===== src/rtl/multicycle_controller_pkg.sv =====
// Shared encodings for the multicycle controller: opcodes, FSM states, ALU functions, decode flag indices.
// Pure declarations; no logic, no latency, no backpressure.
package multicycle_controller_pkg;

    localparam logic [5:0] OP_ADD  = 6'b000000;
    localparam logic [5:0] OP_ADDI = 6'b000001;
    localparam logic [5:0] OP_SUB  = 6'b000010;
    localparam logic [5:0] OP_ORI  = 6'b010000;
    localparam logic [5:0] OP_AND  = 6'b010001;
    localparam logic [5:0] OP_OR   = 6'b010010;
    localparam logic [5:0] OP_MOVE = 6'b100000;
    localparam logic [5:0] OP_SW   = 6'b100110;
    localparam logic [5:0] OP_LW   = 6'b100111;
    localparam logic [5:0] OP_BEQ  = 6'b110000;
    localparam logic [5:0] OP_HALT = 6'b111111;

    typedef enum logic [2:0] {
        ST_IF  = 3'b000,
        ST_ID  = 3'b001,
        ST_EXE = 3'b010,
        ST_MEM = 3'b011,
        ST_WB  = 3'b100,
        ST_HLT = 3'b111
    } state_e;

    localparam logic [2:0] ALU_ADD = 3'b000;
    localparam logic [2:0] ALU_SUB = 3'b001;
    localparam logic [2:0] ALU_OR  = 3'b011;
    localparam logic [2:0] ALU_AND = 3'b100;

    // Bit positions within the one-hot instruction flag vector.
    localparam int IX_ADD  = 0;
    localparam int IX_ADDI = 1;
    localparam int IX_SUB  = 2;
    localparam int IX_ORI  = 3;
    localparam int IX_AND  = 4;
    localparam int IX_OR   = 5;
    localparam int IX_MOVE = 6;
    localparam int IX_SW   = 7;
    localparam int IX_LW   = 8;
    localparam int IX_BEQ  = 9;
    localparam int IX_HALT = 10;
    localparam int N_INSTR = 11;

endpackage


===== src/rtl/multicycle_controller_op_decode.sv =====
// Opcode decode: one-hot instruction flags, valid flag, datapath selects and ALU function.
// Purely combinational (zero latency); no backpressure.
module op_decode
    import multicycle_controller_pkg::*;
(
    input  logic [5:0]         op_i,
    output logic [N_INSTR-1:0] instr_o,
    output logic               valid_o,
    output logic               alu_src_b_o,
    output logic               alu_m2reg_o,
    output logic               ext_sel_o,
    output logic               reg_dst_o,
    output logic [2:0]         alu_op_o
);

    always_comb begin
        instr_o = '0;
        case (op_i)
            OP_ADD:  instr_o[IX_ADD]  = 1'b1;
            OP_ADDI: instr_o[IX_ADDI] = 1'b1;
            OP_SUB:  instr_o[IX_SUB]  = 1'b1;
            OP_ORI:  instr_o[IX_ORI]  = 1'b1;
            OP_AND:  instr_o[IX_AND]  = 1'b1;
            OP_OR:   instr_o[IX_OR]   = 1'b1;
            OP_MOVE: instr_o[IX_MOVE] = 1'b1;
            OP_SW:   instr_o[IX_SW]   = 1'b1;
            OP_LW:   instr_o[IX_LW]   = 1'b1;
            OP_BEQ:  instr_o[IX_BEQ]  = 1'b1;
            OP_HALT: instr_o[IX_HALT] = 1'b1;
            default: ;
        endcase
    end

    assign valid_o = |instr_o;

    assign alu_src_b_o = instr_o[IX_ADDI] | instr_o[IX_ORI] | instr_o[IX_SW] | instr_o[IX_LW];
    assign alu_m2reg_o = instr_o[IX_LW];
    assign ext_sel_o   = instr_o[IX_ADDI] | instr_o[IX_SW] | instr_o[IX_LW] | instr_o[IX_BEQ];
    assign reg_dst_o   = instr_o[IX_ADD] | instr_o[IX_SUB] | instr_o[IX_AND]
                       | instr_o[IX_OR]  | instr_o[IX_MOVE];

    // Undefined opcodes and halt fall through to the add encoding.
    always_comb begin
        alu_op_o = ALU_ADD;
        if (instr_o[IX_SUB] | instr_o[IX_BEQ]) begin
            alu_op_o = ALU_SUB;
        end else if (instr_o[IX_ORI] | instr_o[IX_OR]) begin
            alu_op_o = ALU_OR;
        end else if (instr_o[IX_AND]) begin
            alu_op_o = ALU_AND;
        end
    end

endmodule


===== src/rtl/multicycle_controller.sv =====
// Multicycle CPU control FSM (IF/ID/EXE/MEM/WB/HLT): state register, next state, write strobes.
// Instructions take 2..5 cycles; no backpressure, strobes are forced inactive while Reset is high.
module multicycle_controller
    import multicycle_controller_pkg::*;
(
    input  logic       CLK,
    input  logic       Reset,
    input  logic [5:0] Op,
    input  logic       zero,
    output logic       PCWre,
    output logic       IRWre,
    output logic       RegWre,
    output logic       RD,
    output logic       WR,
    output logic       ALUSrcB,
    output logic       ALUM2Reg,
    output logic       ExtSel,
    output logic       RegDst,
    output logic       PCSrc,
    output logic [2:0] ALUOp,
    output logic [2:0] State
);

    state_e             state_q;
    state_e             state_d;
    logic [N_INSTR-1:0] instr;
    logic               op_valid;
    logic               is_alu;

    op_decode u_op_decode (
        .op_i        (Op),
        .instr_o     (instr),
        .valid_o     (op_valid),
        .alu_src_b_o (ALUSrcB),
        .alu_m2reg_o (ALUM2Reg),
        .ext_sel_o   (ExtSel),
        .reg_dst_o   (RegDst),
        .alu_op_o    (ALUOp)
    );

    assign is_alu = instr[IX_ADD] | instr[IX_ADDI] | instr[IX_SUB] | instr[IX_ORI]
                  | instr[IX_AND] | instr[IX_OR]   | instr[IX_MOVE];

    always_ff @(posedge CLK or posedge Reset) begin
        if (Reset) begin
            state_q <= ST_IF;
        end else begin
            state_q <= state_d;
        end
    end

    always_comb begin
        state_d = ST_IF;
        case (state_q)
            ST_IF: state_d = ST_ID;
            ST_ID: begin
                if (instr[IX_HALT]) begin
                    state_d = ST_HLT;
                end else if (op_valid) begin
                    state_d = ST_EXE;
                end else begin
                    state_d = ST_IF;
                end
            end
            ST_EXE: begin
                if (instr[IX_BEQ]) begin
                    state_d = ST_IF;
                end else if (instr[IX_SW] | instr[IX_LW]) begin
                    state_d = ST_MEM;
                end else if (is_alu) begin
                    state_d = ST_WB;
                end else begin
                    state_d = ST_IF;
                end
            end
            ST_MEM: state_d = instr[IX_LW] ? ST_WB : ST_IF;
            ST_WB:  state_d = ST_IF;
            ST_HLT: state_d = ST_HLT;
            default: state_d = ST_IF;
        endcase
    end

    // Gating on Reset keeps strobes quiet for the whole assertion, including the IF state it forces.
    always_comb begin
        PCWre  = 1'b0;
        IRWre  = 1'b0;
        RegWre = 1'b0;
        RD     = 1'b1;
        WR     = 1'b1;
        PCSrc  = 1'b0;
        if (!Reset) begin
            case (state_q)
                ST_IF: IRWre = 1'b1;
                ST_ID: PCWre = ~op_valid;
                ST_EXE: begin
                    if (instr[IX_BEQ]) begin
                        PCWre = 1'b1;
                        PCSrc = zero;
                    end
                end
                ST_MEM: begin
                    if (instr[IX_SW]) begin
                        PCWre = 1'b1;
                        WR    = 1'b0;
                    end else if (instr[IX_LW]) begin
                        RD = 1'b0;
                    end
                end
                ST_WB: begin
                    PCWre  = 1'b1;
                    RegWre = 1'b1;
                end
                default: ;
            endcase
        end
    end

    assign State = state_q;

endmodule


===== config.mk =====
export PLATFORM = sky130hd
export DESIGN_NAME = multicycle_controller
export DESIGN_NICKNAME = d
export VERILOG_FILES = /design/src/rtl/multicycle_controller_pkg.sv /design/src/rtl/multicycle_controller_op_decode.sv /design/src/rtl/multicycle_controller.sv
export SDC_FILE = /design/constraint.sdc
export NUM_CORES = 1
export LEC_CHECK = 0
export CAP_MARGIN = 20
export CORE_UTILIZATION = 35
export CTS_CLUSTER_DIAMETER = 150
export DETAILED_ROUTE_END_ITERATION = 7
export DONT_BUFFER_PORTS = 1
export GPL_ROUTABILITY_DRIVEN = 0
export PLACE_DENSITY = 0.49
export SYNTH_ARGS = -nofsm -noshare
export SYNTH_HDL_FRONTEND = slang
export SYNTH_SLANG_ARGS = --single-unit

===== constraint.sdc =====
create_clock -name CLK -period 2.3 [get_ports CLK]
set_input_delay 0.69 -clock CLK [delete_from_list [all_inputs] [get_ports CLK]]
set_output_delay 0.69 -clock CLK [all_outputs]
set_load 0.02 [all_outputs]

# Word-level counts from Yosys, hierarchy flattened

Cells that the tools add are included.

Reduce and logical (&&, ||, !) cells: 3
Equality and inequality tests: 15
Bitwise gates (word level): 20
Mux-type cells: 39

Operators with widths:

| cell                                                                  | number |
|---|---|
| 6-bit equality test, second input constant                            | 5 |
| 1-bit two-way mux                                                     | 28 |
| 3-bit two-way mux                                                     | 8 |
| 1-bit OR                                                              | 19 |
| 6-bit by 5-bit equality test with 1-bit output, second input constant | 3 |
| 3-bit one-hot mux with 5 select lines                                 | 1 |
| 11-bit OR reduction                                                   | 1 |
| 3-bit by 2-bit equality test with 1-bit output, second input constant | 2 |
| 3-bit equality test, second input constant                            | 2 |
| 6-bit by 1-bit equality test with 1-bit output, second input constant | 1 |
| 6-bit by 2-bit equality test with 1-bit output, second input constant | 1 |
| 6-bit logical NOT                                                     | 1 |
| 1-bit one-hot mux with 4 select lines                                 | 1 |
| 3-bit by 1-bit equality test with 1-bit output, second input constant | 1 |
| 3-bit logical NOT                                                     | 1 |
| 2-bit two-way mux                                                     | 1 |
| 1-bit NOT                                                             | 1 |

Input port bits: 9
Bits in registers: 3
Logic and storage cells: 78

# Longest topological paths before layout

Gate-level depths: netlist of run 1.

Depth in word-level cells: 12
Depth in mapped cells: 5

# Hierarchy

A second synthesis of run 1 with hierarchy kept.

Cell total of the unflattened synthesis: 90
Area total of the unflattened synthesis: 574.3 um^2

By module, submodules not included:

| module                | area an instance (um^2) | times used | cells an instance | sequential area each (um^2) |
|---|---|---|---|---|
| op_decode             | 289.0                   | 1          | 51                | 0.0 |
| multicycle_controller | 285.3                   | 1          | 39                | 75.1 |

# Worst setup path before layout of run 1

Ideal clock, no wire load.

Path type: input port to output port
From: input Op[3]
To: output ALUOp[0]
Arrival: 2.278 ns
Data required time: 1.610 ns
Path buffers: 1
Cell stages on the path: 3
Path slack: -0.668 ns
Cells stage by stage: buf_2 or2_2 a2111oi_0

Cells in the longest elaborated chain, start to end: 5
Elaborated cells between the ends (all ways): 12
Classes of those cells: eq/ne (4); mux (6); bitwise (2)

RTL lines:

| what                                           | RTL line                              | RTL |
|---|---|---|
| from (decl)                                    | multicycle_controller.sv:8            | `input logic [5:0] Op,` |
| 6-bit by 5-bit equality test with 1-bit output | multicycle_controller_op_decode.sv:18 | `case (op_i)` |
| 1-bit two-way mux                              | multicycle_controller_op_decode.sv:18 |  |
| 1-bit OR                                       | multicycle_controller_op_decode.sv:47 | `end else if (instr_o[IX_ORI] \| instr_o[IX_OR]) begin` |
| 3-bit two-way mux                              | multicycle_controller_op_decode.sv:47 |  |
| 3-bit two-way mux (*)                          | multicycle_controller_op_decode.sv:45 | `if (instr_o[IX_SUB] \| instr_o[IX_BEQ]) begin` |
| to (decl)                                      | multicycle_controller.sv:20           | `output logic [2:0] ALUOp,` |

Mark *: on every way between the ends. The rest lies on a longest branch, timed or not.

# Worst setup path after layout of run 1

From: input Op[1]
To: output PCWre

Cells in the longest elaborated chain, start to end: 6
Elaborated cells between the ends (all ways): 28
Classes of those cells: eq/ne (10); mux (15); bitwise (1); reduce/logical (2)

RTL lines:

| what                                              | RTL line                              | RTL |
|---|---|---|
| 6-bit equality test, or another cell as far along | multicycle_controller_op_decode.sv:18 |  |
| 1-bit two-way mux                                 | multicycle_controller_op_decode.sv:18 |  |
| 11-bit OR reduction                               | multicycle_controller_op_decode.sv:34 | `assign valid_o = \|instr_o;` |
| 1-bit NOT                                         | multicycle_controller.sv:94           | `ST_ID: PCWre = ~op_valid;` |
| 1-bit one-hot mux with 4 select lines (*)         | multicycle_controller.sv:92           | `case (state_q)` |
| 1-bit two-way mux (*)                             | multicycle_controller.sv:91           | `if (!Reset) begin` |
| to (decl)                                         | multicycle_controller.sv:10           | `output logic PCWre,` |

Marks and branches as above.

==> results of run 1 <==
## metrics by stage
step / hold slack, ns / std cells / cell area, um2 / utilization (%)
final: 0.2187 / 95 / 656.9 / 49.25
after detailed placement: 0.4748 / 91 / 626.9 / 47.00
after global routing: 0.2146 / 95 / 656.9 / 49.25
after floorplan: 0.4496 / 73 / 574.3 / -
after global placement: 0.4705 / 91 / 626.9 / 47.00
after CTS: 0.2174 / 95 / 653.1 / 48.97
## where the power goes
group / total (W) / switching (W) / internal (W)
combinational: 0.000176 / 0.000104 / 0.0000724
clock: 0.0000976 / 0.0000323 / 0.0000654
sequential: 0.0000942 / 0.0000295 / 0.0000647
## what timing repair did
| action | CTS | global route |
|---|---|---|
| buffers inserted | 0 | 0 |
| setup endpoints to repair | 0 | 4 |
| resized for setup | 0 | 4 |
## routing by layer
layer	up-vias	global-route usage, %
met3	4	5.000
met2	42	30.65
met5	-	0
met4	0	12.93
met1	257	25.25
li1	291	-
## cell families after synthesis
family / after synthesis
and+or+nand+nor: 41
AOI/OAI and AO/OA: 18
buffers and inverters: 10
DFF: 3
muxes: 1
## layout by cell type (no fill, tap or decap), types with 2 or more instances in the layout
cell      instances
buf_4            11
nor2_1            8
nand2b_1          5
a21oi_1           4
nor3_1            4
nor4_1            4
dfrtp_1           3
nand3_1           3
clkbuf_4          3
and3_4            2
o21ai_0           2
o21bai_1          2
nand2_1           2
nand4_1           2
nor3_2            2
## worst max-delay path by stage
| stage | start | endpoint | slack, ns | cells past startpoint |
|---|---|---|---|---|
| final | Op[1] | PCWre | 0.05 | 4 |
| after global routing | Op[1] | PCWre | 0.02 | 4 |
| after CTS | Op[2] | ALUOp[0] | 0.01 | 3 |
| after detailed placement | Op[2] | ALUOp[0] | 0.009 | 3 |
| after global placement | Op[0] | PCWre | 0.01 | 4 |
| after floorplan | Op[5] | WR | -0.08 | 5 |
## area by class of cell
| cell class | count | area share (%) |
|---|---|---|
| sequential | 3 | 11.43 |
| clock buffer | 4 | 4.000 |
| timing repair buffer | 11 | 12.57 |
| multi-input combinational | 60 | 68.00 |
| tap | 15 | 2.857 |
| inverter | 2 | 1.143 |
==> results.ini, run 1 <==
[drt]
drc_errors = 0
wl_met2_um = 708
routed_wl_mm = 1.507
wl_per_cell_um = 15.86
met3_wirelength_um = 141
drt-pass1-iter-count = 4
vias_per_cell = 6.253
drt_iter0_drc = 12
vias = 594
met1_length_um = 628
antenna_left = 0
top_layer = met4

[synth]
synth_mux_area_share_pct = 1.966
synthAdderAreaFrac_pct = 0
synth_seq_area_share_pct = 14.74
synthXorXnorAreaFrac_pct = 0
synth_edf_count = 0
synth_nets = 82
ys_warn_count = 0
avgSynthCellArea_um2 = 6.976
synth_simple_gate_area_share_pct = 48.65
synth_common_cells = 8 x nor2_1, 6 x nor3_1, 5 x nand2b_1
synth_top_area_cell = dfrtp_1
netlist_area_um2 = 509.2
async_flop_share_pct = 100.0
synth_top_family_by_area = simple AND/OR/NAND/NOR gates
synth.most_common_cell = nor2_1
synth_top_area_share_pct = 14.74
ys_types = 34
synth_compound_gate_area_share_pct = 25.06
synth_top_cells_by_area = dfrtp_1 15%, nand2b_1 6.1%, nor3_1 5.9%, nor2_1 5.9%, nor4_1 4.9%
ys_seq_elements = 3
synth_flop_cell = dfrtp_1
netlist_instances = 73

[finish]
ff_latch_area_um2 = 75.07
largest_reg_flops = 3
antenna_cells = 0
multiInputGateArea_um2 = 446.7
nets = 90
fillers = 133
syn_to_final_growth_pct = 28.99
layout-drive-gt1-share_pct = 33.75

[grt]
grt_pass1_vias = 492
track_usage_pct = 20.25
grt_pass1_wl_mm = 2.132
grt_max_degree = 16
antenna_found_initial = 0
grt.overflow.total = 0

[setup_path]
rrSetupSlack_ns = 0.99
r2r_cells = 3
crit_fanout = 13
worst_r2r_endpoint = State[2]
r2r_start = State[1]
critical_path.max_stage_delay_ns = 0.39
worstPathArrival_ns = 1.56
cp_slowest_cell = a221o_2
crit_buf_inv = 0
worstPathCellList = a21oi_1, o21bai_1, a221o_2, a31oi_4
startpoint_type = input port
critPathKind = in -> out
cp.required_ns = 1.61
cp_top_family = compound AO/OA/AOI/OAI gates
endpoint_kind = output pin

[floorplanning]
die_w_um = 40.15
core_um2 = 1334
ios = 25
rows = 13
dieArea_um2 = 1612
start_util_pct = 38.18
fp.dieH_um = 40.15

[worst_hold_path]
hp-class = in -> async

[timing]
rsz0062_at_grt = no
relSlewSlack_pct = 72.43
fin_crit_sh_pct = 97.83
fmax_mhz = 444.4
setup_viol = 0
finalMaxSlewViolations = 0
layout_min_cycle_time_ns = 2.250
timing_hold_violations_final = 0
setup_tns_ns = 0
max_slew.worst_pin.slew_ns = 0.4070
fin_ws_ns = 0.04992
finClkSkew_ns = 0.007685

[power_and_ir_drop]
power_leakage_nw = 0.2659
ir_drop_mv = 0.2071
p_total_w = 0.0003678
powerDensity_nw_per_um2 = 559.9

[clock_network]
cts_sinks = 3
cts_made_buffers = 3
clock_latency_ns = 0.24
cts_max_path_buffers = 2
cts-root-buf = clkbuf_4
clkTransAtPathRegs_ns = 0.04
cts-htree-levels = 1
cts_tree = yes
cts_hold_buf = 0

[placement]
portBuffers = 0
pre_cts_ws_ns = 0.008852
place_hpwl_mm = 1.098

[outcome]
status = completed

[run]
maxCapViolations = 0

Note: power is estimated with default switching activity, not from simulation.
==> run 2: changes to the inputs <==
CTS_CLUSTER_SIZE = 14   (was default)
==> results of run 2 <==
No change in the layout: final DEF, timing and power equal those of run 1.
==> run 3: changes to the inputs <==
SLEW_MARGIN = 20   (was default)
==> results of run 3 <==
No change in the layout: final DEF, timing and power equal those of run 1.
